`src/rtl/isp_blc_stat_pkg.sv`:
```
// Shared ISP definitions: Bayer channel encodings, black-level FSM state codes
// and the 8-bit saturation helper used by the BLC blocks.
package isp_blc_stat_pkg;

   typedef enum logic [1:0] {
      BAYER_GB = 2'b00,
      BAYER_B  = 2'b01,
      BAYER_R  = 2'b10,
      BAYER_GR = 2'b11
   } bayer_ch_e;

   localparam logic [1:0] ST_IDLE  = 2'd0;
   localparam logic [1:0] ST_ACCUM = 2'd1;
   localparam logic [1:0] ST_CALC  = 2'd2;
   localparam logic [1:0] ST_WAIT  = 2'd3;

   function automatic logic [7:0] sat8(input logic [31:0] value);
      logic [7:0] result;
      if (value > 32'd255) begin
         result = 8'hFF;
      end else begin
         result = value[7:0];
      end
      return result;
   endfunction

endpackage

```
`src/rtl/isp_bayer_cnt.sv`:
```
// Raster position counters for an enabled pixel stream, plus the Bayer channel
// of the pixel at the current position.
module isp_bayer_cnt
   import isp_blc_stat_pkg::*;
#(
   parameter int WIDTH  = 1936,
   parameter int HEIGHT = 1088,
   parameter int HW     = $clog2(WIDTH),
   parameter int VW     = $clog2(HEIGHT)
) (
   input  logic          clk,
   input  logic          rst_n,
   input  logic          en,
   output logic [HW-1:0] h_cnt,
   output logic [VW-1:0] v_cnt,
   output bayer_ch_e     chan
);

   localparam logic [HW-1:0] H_LAST = HW'(WIDTH - 1);
   localparam logic [VW-1:0] V_LAST = VW'(HEIGHT - 1);

   logic [HW-1:0] h_cnt_r;
   logic [VW-1:0] v_cnt_r;

   // Raster counters: advance on each enabled pixel, wrap at line and frame ends.
   always_ff @(posedge clk) begin
      if (!rst_n) begin
         h_cnt_r <= '0;
         v_cnt_r <= '0;
      end else if (en) begin
         if (h_cnt_r == H_LAST) begin
            h_cnt_r <= '0;
            if (v_cnt_r == V_LAST) begin
               v_cnt_r <= '0;
            end else begin
               v_cnt_r <= v_cnt_r + VW'(1);
            end
         end else begin
            h_cnt_r <= h_cnt_r + HW'(1);
            v_cnt_r <= v_cnt_r;
         end
      end else begin
         h_cnt_r <= h_cnt_r;
         v_cnt_r <= v_cnt_r;
      end
   end

   assign h_cnt = h_cnt_r;
   assign v_cnt = v_cnt_r;
   assign chan  = bayer_ch_e'({v_cnt_r[0], h_cnt_r[0]});

endmodule

```
`src/rtl/isp_blc_stat.sv`:
```
// Optical-black statistics: averages each Bayer channel over the top-left OB
// window once per frame and presents the rounded, saturated black levels.
module isp_blc_stat
   import isp_blc_stat_pkg::*;
#(
   parameter int BITS      = 8,
   parameter int WIDTH     = 1936,
   parameter int HEIGHT    = 1088,
   parameter int OB_ROWS   = 8,
   parameter int OB_COLS   = 64,
   parameter int DEF_BLACK = 16
) (
   input  logic            clk,
   input  logic            rst_n,
   input  logic [BITS-1:0] per_raw_data,
   input  logic            per_raw_data_en,
   input  logic            freeze,
   output logic [7:0]      black_gb,
   output logic [7:0]      black_b,
   output logic [7:0]      black_r,
   output logic [7:0]      black_gr,
   output logic            black_valid
);

   localparam int N     = (OB_ROWS / 2) * (OB_COLS / 2);
   localparam int LOG2N = $clog2(N);
   localparam int AW    = BITS + LOG2N;
   localparam int HW    = $clog2(WIDTH);
   localparam int VW    = $clog2(HEIGHT);

   localparam logic [VW-1:0] OBR_LAST = VW'(OB_ROWS - 1);
   localparam logic [HW-1:0] OBC_LAST = HW'(OB_COLS - 1);
   localparam logic [AW-1:0] HALF_N   = AW'(N / 2);
   localparam logic [7:0]    DEF_B8   = 8'(DEF_BLACK);

   logic [BITS-1:0] pix_r;
   logic            pix_en_r;
   logic [HW-1:0]   h_cnt_s;
   logic [VW-1:0]   v_cnt_s;
   bayer_ch_e       chan_s;
   logic [1:0]      state_r;
   logic [1:0]      state_nx_s;
   logic            at_first_s;
   logic            at_last_s;
   logic            in_win_s;
   logic            acc_en_s;
   logic [AW-1:0]   acc_r [4];
   logic [7:0]      res_s [4];
   logic [7:0]      black_gb_r;
   logic [7:0]      black_b_r;
   logic [7:0]      black_r_r;
   logic [7:0]      black_gr_r;
   logic            black_valid_r;

   // Input stage: the counters describe the pixel held in pix_r.
   always_ff @(posedge clk) begin
      if (!rst_n) begin
         pix_r    <= '0;
         pix_en_r <= 1'b0;
      end else begin
         pix_r    <= per_raw_data;
         pix_en_r <= per_raw_data_en;
      end
   end

   isp_bayer_cnt #(
      .WIDTH  (WIDTH),
      .HEIGHT (HEIGHT),
      .HW     (HW),
      .VW     (VW)
   ) u_cnt (
      .clk   (clk),
      .rst_n (rst_n),
      .en    (pix_en_r),
      .h_cnt (h_cnt_s),
      .v_cnt (v_cnt_s),
      .chan  (chan_s)
   );

   assign at_first_s = pix_en_r && (h_cnt_s == '0) && (v_cnt_s == '0);
   assign at_last_s  = pix_en_r && (h_cnt_s == OBC_LAST) && (v_cnt_s == OBR_LAST);
   assign in_win_s   = pix_en_r && (h_cnt_s <= OBC_LAST) && (v_cnt_s <= OBR_LAST);

   // Next-state logic; CALC lasts exactly one cycle whatever the enable does.
   always_comb begin
      state_nx_s = state_r;
      acc_en_s   = 1'b0;
      case (state_r)
         ST_IDLE, ST_WAIT: begin
            if (at_first_s) begin
               state_nx_s = ST_ACCUM;
               acc_en_s   = in_win_s;
            end else begin
               state_nx_s = state_r;
               acc_en_s   = 1'b0;
            end
         end
         ST_ACCUM: begin
            acc_en_s = in_win_s;
            if (at_last_s) begin
               state_nx_s = ST_CALC;
            end else begin
               state_nx_s = ST_ACCUM;
            end
         end
         ST_CALC: begin
            state_nx_s = ST_WAIT;
            acc_en_s   = 1'b0;
         end
         default: begin
            state_nx_s = ST_IDLE;
            acc_en_s   = 1'b0;
         end
      endcase
   end

   // State register.
   always_ff @(posedge clk) begin
      if (!rst_n) begin
         state_r <= ST_IDLE;
      end else begin
         state_r <= state_nx_s;
      end
   end

   // Per-channel accumulators, emptied as CALC hands off to WAIT.
   always_ff @(posedge clk) begin
      if (!rst_n) begin
         for (int i = 0; i < 4; i++) begin
            acc_r[i] <= '0;
         end
      end else if (state_r == ST_CALC) begin
         for (int i = 0; i < 4; i++) begin
            acc_r[i] <= '0;
         end
      end else if (acc_en_s) begin
         acc_r[chan_s] <= acc_r[chan_s] + AW'(pix_r);
      end else begin
         for (int i = 0; i < 4; i++) begin
            acc_r[i] <= acc_r[i];
         end
      end
   end

   // Round-half-up mean; acc + N/2 stays below 2**AW so no carry is lost.
   always_comb begin
      for (int i = 0; i < 4; i++) begin
         res_s[i] = sat8(32'((acc_r[i] + HALF_N) >> LOG2N));
      end
   end

   // Output registers: loaded once per window unless frozen.
   always_ff @(posedge clk) begin
      if (!rst_n) begin
         black_gb_r    <= DEF_B8;
         black_b_r     <= DEF_B8;
         black_r_r     <= DEF_B8;
         black_gr_r    <= DEF_B8;
         black_valid_r <= 1'b0;
      end else if ((state_r == ST_CALC) && !freeze) begin
         black_gb_r    <= res_s[BAYER_GB];
         black_b_r     <= res_s[BAYER_B];
         black_r_r     <= res_s[BAYER_R];
         black_gr_r    <= res_s[BAYER_GR];
         black_valid_r <= 1'b1;
      end else begin
         black_gb_r    <= black_gb_r;
         black_b_r     <= black_b_r;
         black_r_r     <= black_r_r;
         black_gr_r    <= black_gr_r;
         black_valid_r <= 1'b0;
      end
   end

   assign black_gb    = black_gb_r;
   assign black_b     = black_b_r;
   assign black_r     = black_r_r;
   assign black_gr    = black_gr_r;
   assign black_valid = black_valid_r;

endmodule

```
`config.mk`:
```
export PLATFORM = sky130hd
export DESIGN_NAME = isp_blc_stat
export DESIGN_NICKNAME = d
export VERILOG_FILES = /design/src/rtl/isp_blc_stat_pkg.sv /design/src/rtl/isp_bayer_cnt.sv /design/src/rtl/isp_blc_stat.sv
export SDC_FILE = /design/constraint.sdc
export NUM_CORES = 1
export LEC_CHECK = 0
export BUFFER_PORTS_ARGS = -buffer_cell sky130_fd_sc_hd__buf_2
export CORE_UTILIZATION = 35
export DETAILED_ROUTE_END_ITERATION = 8
export SKIP_CTS_REPAIR_TIMING = 1
export SYNTH_ARGS = -nofsm -noshare
export SYNTH_HDL_FRONTEND = slang
export SYNTH_SLANG_ARGS = --single-unit
```
`constraint.sdc`:
```
create_clock -name clk -period 3.05 [get_ports clk]
set_input_delay 0 -clock clk [delete_from_list [all_inputs] [get_ports clk]]
set_output_delay 0 -clock clk [all_outputs]
set_load 0.1 [all_outputs]
```
Yosys cells after proc, flatten, opt, wreduce, memory -nomap -nowiden
Memory sizes are Yosys's and may differ from the RTL's.
Cells that the tools add are included.
{"block": "word_totals", "input_bits": 12, "elab_cells": 89, "out_inout_bits": 33, "ram_bits": 60, "n_memories": 1, "register_bits": 66}
{"name": "acc_r", "depth": 4, "width": 15, "read_ports": 5, "rd_clocked_by_memory_dff": 0, "wr": 4, "line": "isp_blc_stat.sv:47", "rtl": "logic [AW-1:0] acc_r [4];"}
{"block": "classes", "mux": 35, "n_lt_le_gt_ge": 6, "add_sub_neg": 7, "n_eq_ne": 8, "bitwise": 8, "n_reduce_logical": 14}
{"op": "two-way mux 15 bit", "n": 9}
{"op": "adder 15 x 7 -> 16 bit (second input constant)", "n": 4}
{"op": "> comparator 9 x 8 -> 1 bit (second input constant)", "n": 4}
{"op": "two-way mux 8 bit", "n": 4}
{"op": "adder 11 x 1 -> 11 bit (second input constant)", "n": 2}
{"op": "equality test 11 bit (second input constant)", "n": 2}
{"op": "zero test 11 bit", "n": 2}
{"op": "two-way mux 11 bit", "n": 2}
{"op": "adder 15 x 8 -> 15 bit", "n": 1}
{"op": "two-way mux 1 bit", "n": 15}
{"op": "OR reduction 15 bit", "n": 1}
{"op": "equality test 11 x 3 -> 1 bit (second input constant)", "n": 1}
{"op": "equality test 11 x 6 -> 1 bit (second input constant)", "n": 1}
{"op": "<= comparator 11 x 3 -> 1 bit (second input constant)", "n": 1}
{"op": "<= comparator 11 x 6 -> 1 bit (second input constant)", "n": 1}
{"op": "bitwise OR 1 bit", "n": 8}
{"op": "logical AND 1 bit", "n": 7}
{"op": "two-way mux 2 bit", "n": 3}
{"op": "one-hot mux 2 bit (3 select lines)", "n": 1}
{"op": "equality test 2 bit (second input constant)", "n": 2}
{"op": "one-hot mux 1 bit (3 select lines)", "n": 1}
{"op": "equality test 2 x 1 -> 1 bit (second input constant)", "n": 1}
{"op": "zero test 2 bit", "n": 1}
{"op": "inequality test 2 bit (second input constant)", "n": 1}
{"op": "other kinds (3)", "n": 3}

Depth between registers and ports, before layout
{"block": "logic_depth", "depth_word": 11, "ltp_mapped": 12, "mapped_depth_nobuf": 10}

Hierarchy
Synthesis repeated with hierarchy kept, for this count alone.
{"block": "unflattened", "cells_unflattened": 614, "area_unflattened_um2": 6496.2}
{"mod": "isp_blc_stat", "cells_each": 493, "seq_area_each_um2": 2682.6, "instances": 1, "area_per_inst_um2": 5402.7}
{"mod": "isp_bayer_cnt", "cells_each": 121, "seq_area_each_um2": 440.4, "instances": 1, "area_per_inst_um2": 1093.5}

Least setup slack after synthesis
Ideal clock, no wire load.
{"block": "synth_path", "kind": "register -> register", "startpoint": "reg u_cnt.h_cnt_r[0], in the netlist u_cnt.h_cnt[0]", "endpoint": "mem acc_r[3][8] in the netlist's numbering (data pin)", "stages_incl_launch_ff": 13, "t_required_ns": 2.796, "path_slack_ns": -0.234, "synth_period_minus_slack_ns": 3.284, "path_buffers": 2, "arrival_ns": 3.030, "setup_time_ns": 0.254, "path_cell_list": "dfxtp_1 buf_4 buf_2 mux4_2 ha_1 inv_1 fa_1 nor2b_1 o31a_1 o21ai_2 xor2_1 nor2_1 o21a_1"}
{"element": "start, declared", "line": "isp_bayer_cnt.sv:22", "rtl": "logic [HW-1:0] h_cnt_r;"}
{"element": "start signal, assigned", "line": "isp_bayer_cnt.sv:39", "rtl": "h_cnt_r <= h_cnt_r + HW'(1);"}
{"element": "start signal, assigned", "line": "isp_bayer_cnt.sv:43", "rtl": "h_cnt_r <= h_cnt_r;"}
{"element": "end, declared", "line": "isp_blc_stat.sv:47"}

==> impl_metrics.json <==
{
  "drt-total-wl_mm": 15.9,
  "hold_viol": 0,
  "ant_nets": 0,
  "worstHoldStart": "freeze",
  "diodes": 0,
  "pwr-share-comb": 0.096,
  "cts_buffers": 17,
  "cts_htree_levels": 4,
  "period_needed_ns": 2.92,
  "hpwl_mm": 11.4,
  "setup_viol": 0,
  "required_ns": 3.20,
  "cts_sinks": 126,
  "syn-cell-area_sq_mm": 0.00640,
  "yosysUniqueCellTypes": 62,
  "drt-vias-per-instance": 5.28,
  "synth_nets": 655,
  "cts_tree": "done",
  "num_rows": 49,
  "holdPathStages": 4,
  "ff2ff_setup_slack_ns": 0.13,
  "io_pins": 45,
  "die_area_sq_mm": 0.0188,
  "critPathArrivalTime_ns": 3.07,
  "fin_crit_sh": 0.957,
  "grt_overflow": 0,
  "portBuffers": 44,
  "p_sw_frac": 0.229,
  "intPower_w": 0.00349,
  "syn2layout_area_growth_pct": 21.3,
  "crit_type": "flip-flop to flip-flop",
  "drc": 0,
  "ys_async_sr_fraction": 0,
  "synth_seq_area_share": 0.488,
  "hp-class": "input pin to flip-flop",
  "end_kind": "flip-flop",
  "r2r_cells": 11,
  "maxSlewViolCount": 0,
  "p_switching_w": 0.00104,
  "worst_slew_pin_slew_ns": 0.744,
  "synth_area_per_cell_sq_um": 10.3,
  "drive_above_1_share": 0.207,
  "grt_pass1_vias": 5015,
  "drt_iter0_drc": 345,
  "core_area_sq_mm": 0.0180,
  "r2r-end": "acc_r[1][10]",
  "seq_power_share": 0.419,
  "nets": 734,
  "pre_cts_slack_ns": 0.0748,
  "grtUsageTotal": 0.181,
  "fin_skew_ns": 0.00956,
  "die_w_um": 137,
  "vias": 4986,
  "worstReg2RegStart": "u_cnt.h_cnt[0]",
  "path_clk_slew_ns": 0.06,
  "fillCellCount": 1703,
  "grt_antenna_before_repair": 0,
  "vdd_ir_drop_max_mv": 0.390,
  "start_kind": "flip-flop",
  "relSlewSlack": 0.504,
  "synth_area_leaders": "edfxtp_1 (28%), dfxtp_1 (21%), mux4_2 (5.3%)",
  "ys_ff_latch": 126,
  "grt_pass1_wl_mm": 25.6,
  "maxCapViolations": 0,
  "synth_enable_flop_cells": 60,
  "hold_path_end": "black_gr[4]",
  "grt_max_degree": 50,
  "p_per_area_mw_per_mm2": 584,
  "pwr-share-clk": 0.485,
  "yosysTopAreaCell": "edfxtp_1",
  "synthCells": 624,
  "fp.dieH_um": 137,
  "layout_setup_ws_ns": 0.131,
  "root_buffer": "clkbuf_16",
  "p_leak_nw": 3.02,
  "hold_slack_ns": 0.0488,
  "max_freq_mhz": 343,
  "outcome": "finished, final reports clean",
  "clock_path_buffers": 2,
  "clock_latency_ns": 0.43,
  "yosysTopAreaCellShare": 0.282,
  "synth_ff_type": "dfxtp_1",
  "dr.pass1.iters": 5,
  "wl_per_cell_um": 16.8,
  "gp_congestion": 0.868,
  "worst-path-max-fanout": 8,
  "initial_core_util": 0.356,
  "yosys_warnings": 0
}
==> placed cells by master (no fill, tap or decap), types with 4 or more instances in the layout <==
cell type	n
a211oi_1	6
a21o_1	4
a21oi_1	40
a31oi_1	7
and2_1	21
and3_1	17
buf_2	44
buf_4	32
bufinv_16	5
clkbuf_16	17
dfxtp_1	65
dlygate4sd3_1	9
edfxtp_1	60
ha_1	17
inv_1	20
mux4_2	15
nand2_1	38
nand3_1	31
nand4_1	5
nor2_1	66
nor2_2	10
nor2b_1	6
nor3_1	8
nor4_1	9
o21a_1	5
o21ai_0	41
o21ai_1	4
or2_2	4
xnor2_1	29
xor2_1	22
==> sequential cells by signal, indices dropped and copies added, names as in the netlist <==
register,count
acc_r,60
u_cnt.h_cnt,11
u_cnt.v_cnt,11
black_b,8
black_gb,8
black_gr,8
black_r,8
pix_r,8
state_r,2
black_valid,1
pix_en_r,1
==> critical path, cell delays in order, from the launching register on <==
cell,delay [ns]
dfxtp_4,0.42
mux4_2,0.51
ha_2,0.20
inv_1,0.09
fa_2,0.24
nor2b_1,0.06
o31a_1,0.37
o211ai_1,0.23
xor2_1,0.24
buf_4,0.15
buf_4,0.10
nor2_1,0.03
==> through the flow <==
stage                     utilization  setup TNS [ns]  instance area [sq um]  std cells  power (W)
after floorplan                     -           -2.13                   6410        624    0.00220
after global placement          0.389               0                   6990        900    0.00234
after detailed placement        0.389               0                   6990        900    0.00235
after CTS                       0.424               0                   7620        932    0.00454
after global routing            0.432         -0.0158                   7760        945    0.00468
final                           0.432               0                   7760        945    0.00453
==> synthesized netlist by cell type, types with 8 or more instances <==
| master | n |
|---|---|
| nor4_1 | 9 |
| clkbuf_1 | 14 |
| dfxtp_1 | 66 |
| nor2_1 | 66 |
| and2_1 | 21 |
| edfxtp_1 | 60 |
| nand3_1 | 31 |
| inv_1 | 20 |
| xnor2_1 | 29 |
| a21oi_1 | 40 |
| ha_1 | 18 |
| and3_1 | 17 |
| nor3_1 | 8 |
| nor2_2 | 10 |
| xor2_1 | 24 |
| mux4_2 | 15 |
| o21ai_0 | 44 |
| nand2_1 | 38 |
==> metal layers <==
| layer | wire, um | vias up | global-route usage | share of wire |
|---|---|---|---|---|
| met5 | 0 | - | 0 | 0 |
| met4 | 350 | 0 | 0.0885 | 0.022 |
| met3 | 755 | 25 | 0.0379 | 0.048 |
| met2 | 7600 | 134 | 0.300 | 0.48 |
| met1 | 7150 | 2427 | 0.224 | 0.45 |
| li1 | - | 2400 | - | - |
==> worst max path at each step <==
stage	startpoint	endpoint	slack [ns]	depth (start not counted)
floorplan	u_cnt.v_cnt[0]	acc_r[1][0]	-0.07	9
detailed placement	u_cnt.h_cnt[0]	acc_r[3][8]	0.07	11
finish	u_cnt.h_cnt[0]	acc_r[1][10]	0.13	11
global placement	u_cnt.h_cnt[0]	acc_r[3][8]	0.13	11
global route	u_cnt.h_cnt[0]	acc_r[1][10]	-0.008	11
CTS	u_cnt.h_cnt[0]	acc_r[3][11]	0.04	8
==> power by group through the flow <==
stage                     Clock [W]  Sequential [W]  Combinational (W)
final                       0.00220         0.00190           0.000437
after global routing        0.00230         0.00191           0.000480
after CTS                   0.00222         0.00190           0.000418
after detailed placement          0         0.00193           0.000412
after global placement            0         0.00193           0.000406
after floorplan                   0         0.00191           0.000298
==> kinds of logic (layout without fill, tap and decap cells) <==
kind of cell    after synthesis  count (layout)  share of synthesized area
simple gates                236             236                      0.191
compound gates              127             127                      0.118
flops                       126             126                      0.488
xor+xnor                     53              53                     0.0726
buf+inv                      46             138                     0.0362
fa+ha+maj                    19              19                     0.0383
mux                          17              17                     0.0559
==> cell type report <==
type                       count  area (sq um)  share of cell area
clock buffer                  20           447              0.0576
clock inverter                12           191              0.0247
inverter                      20          75.1             0.00968
multi-input combinational    452          3060               0.395
sequential                   126          3130               0.403
tap                          229           287              0.0369
timing repair buffer          86           571              0.0735
Note: power is estimated with default switching activity, not from simulation.
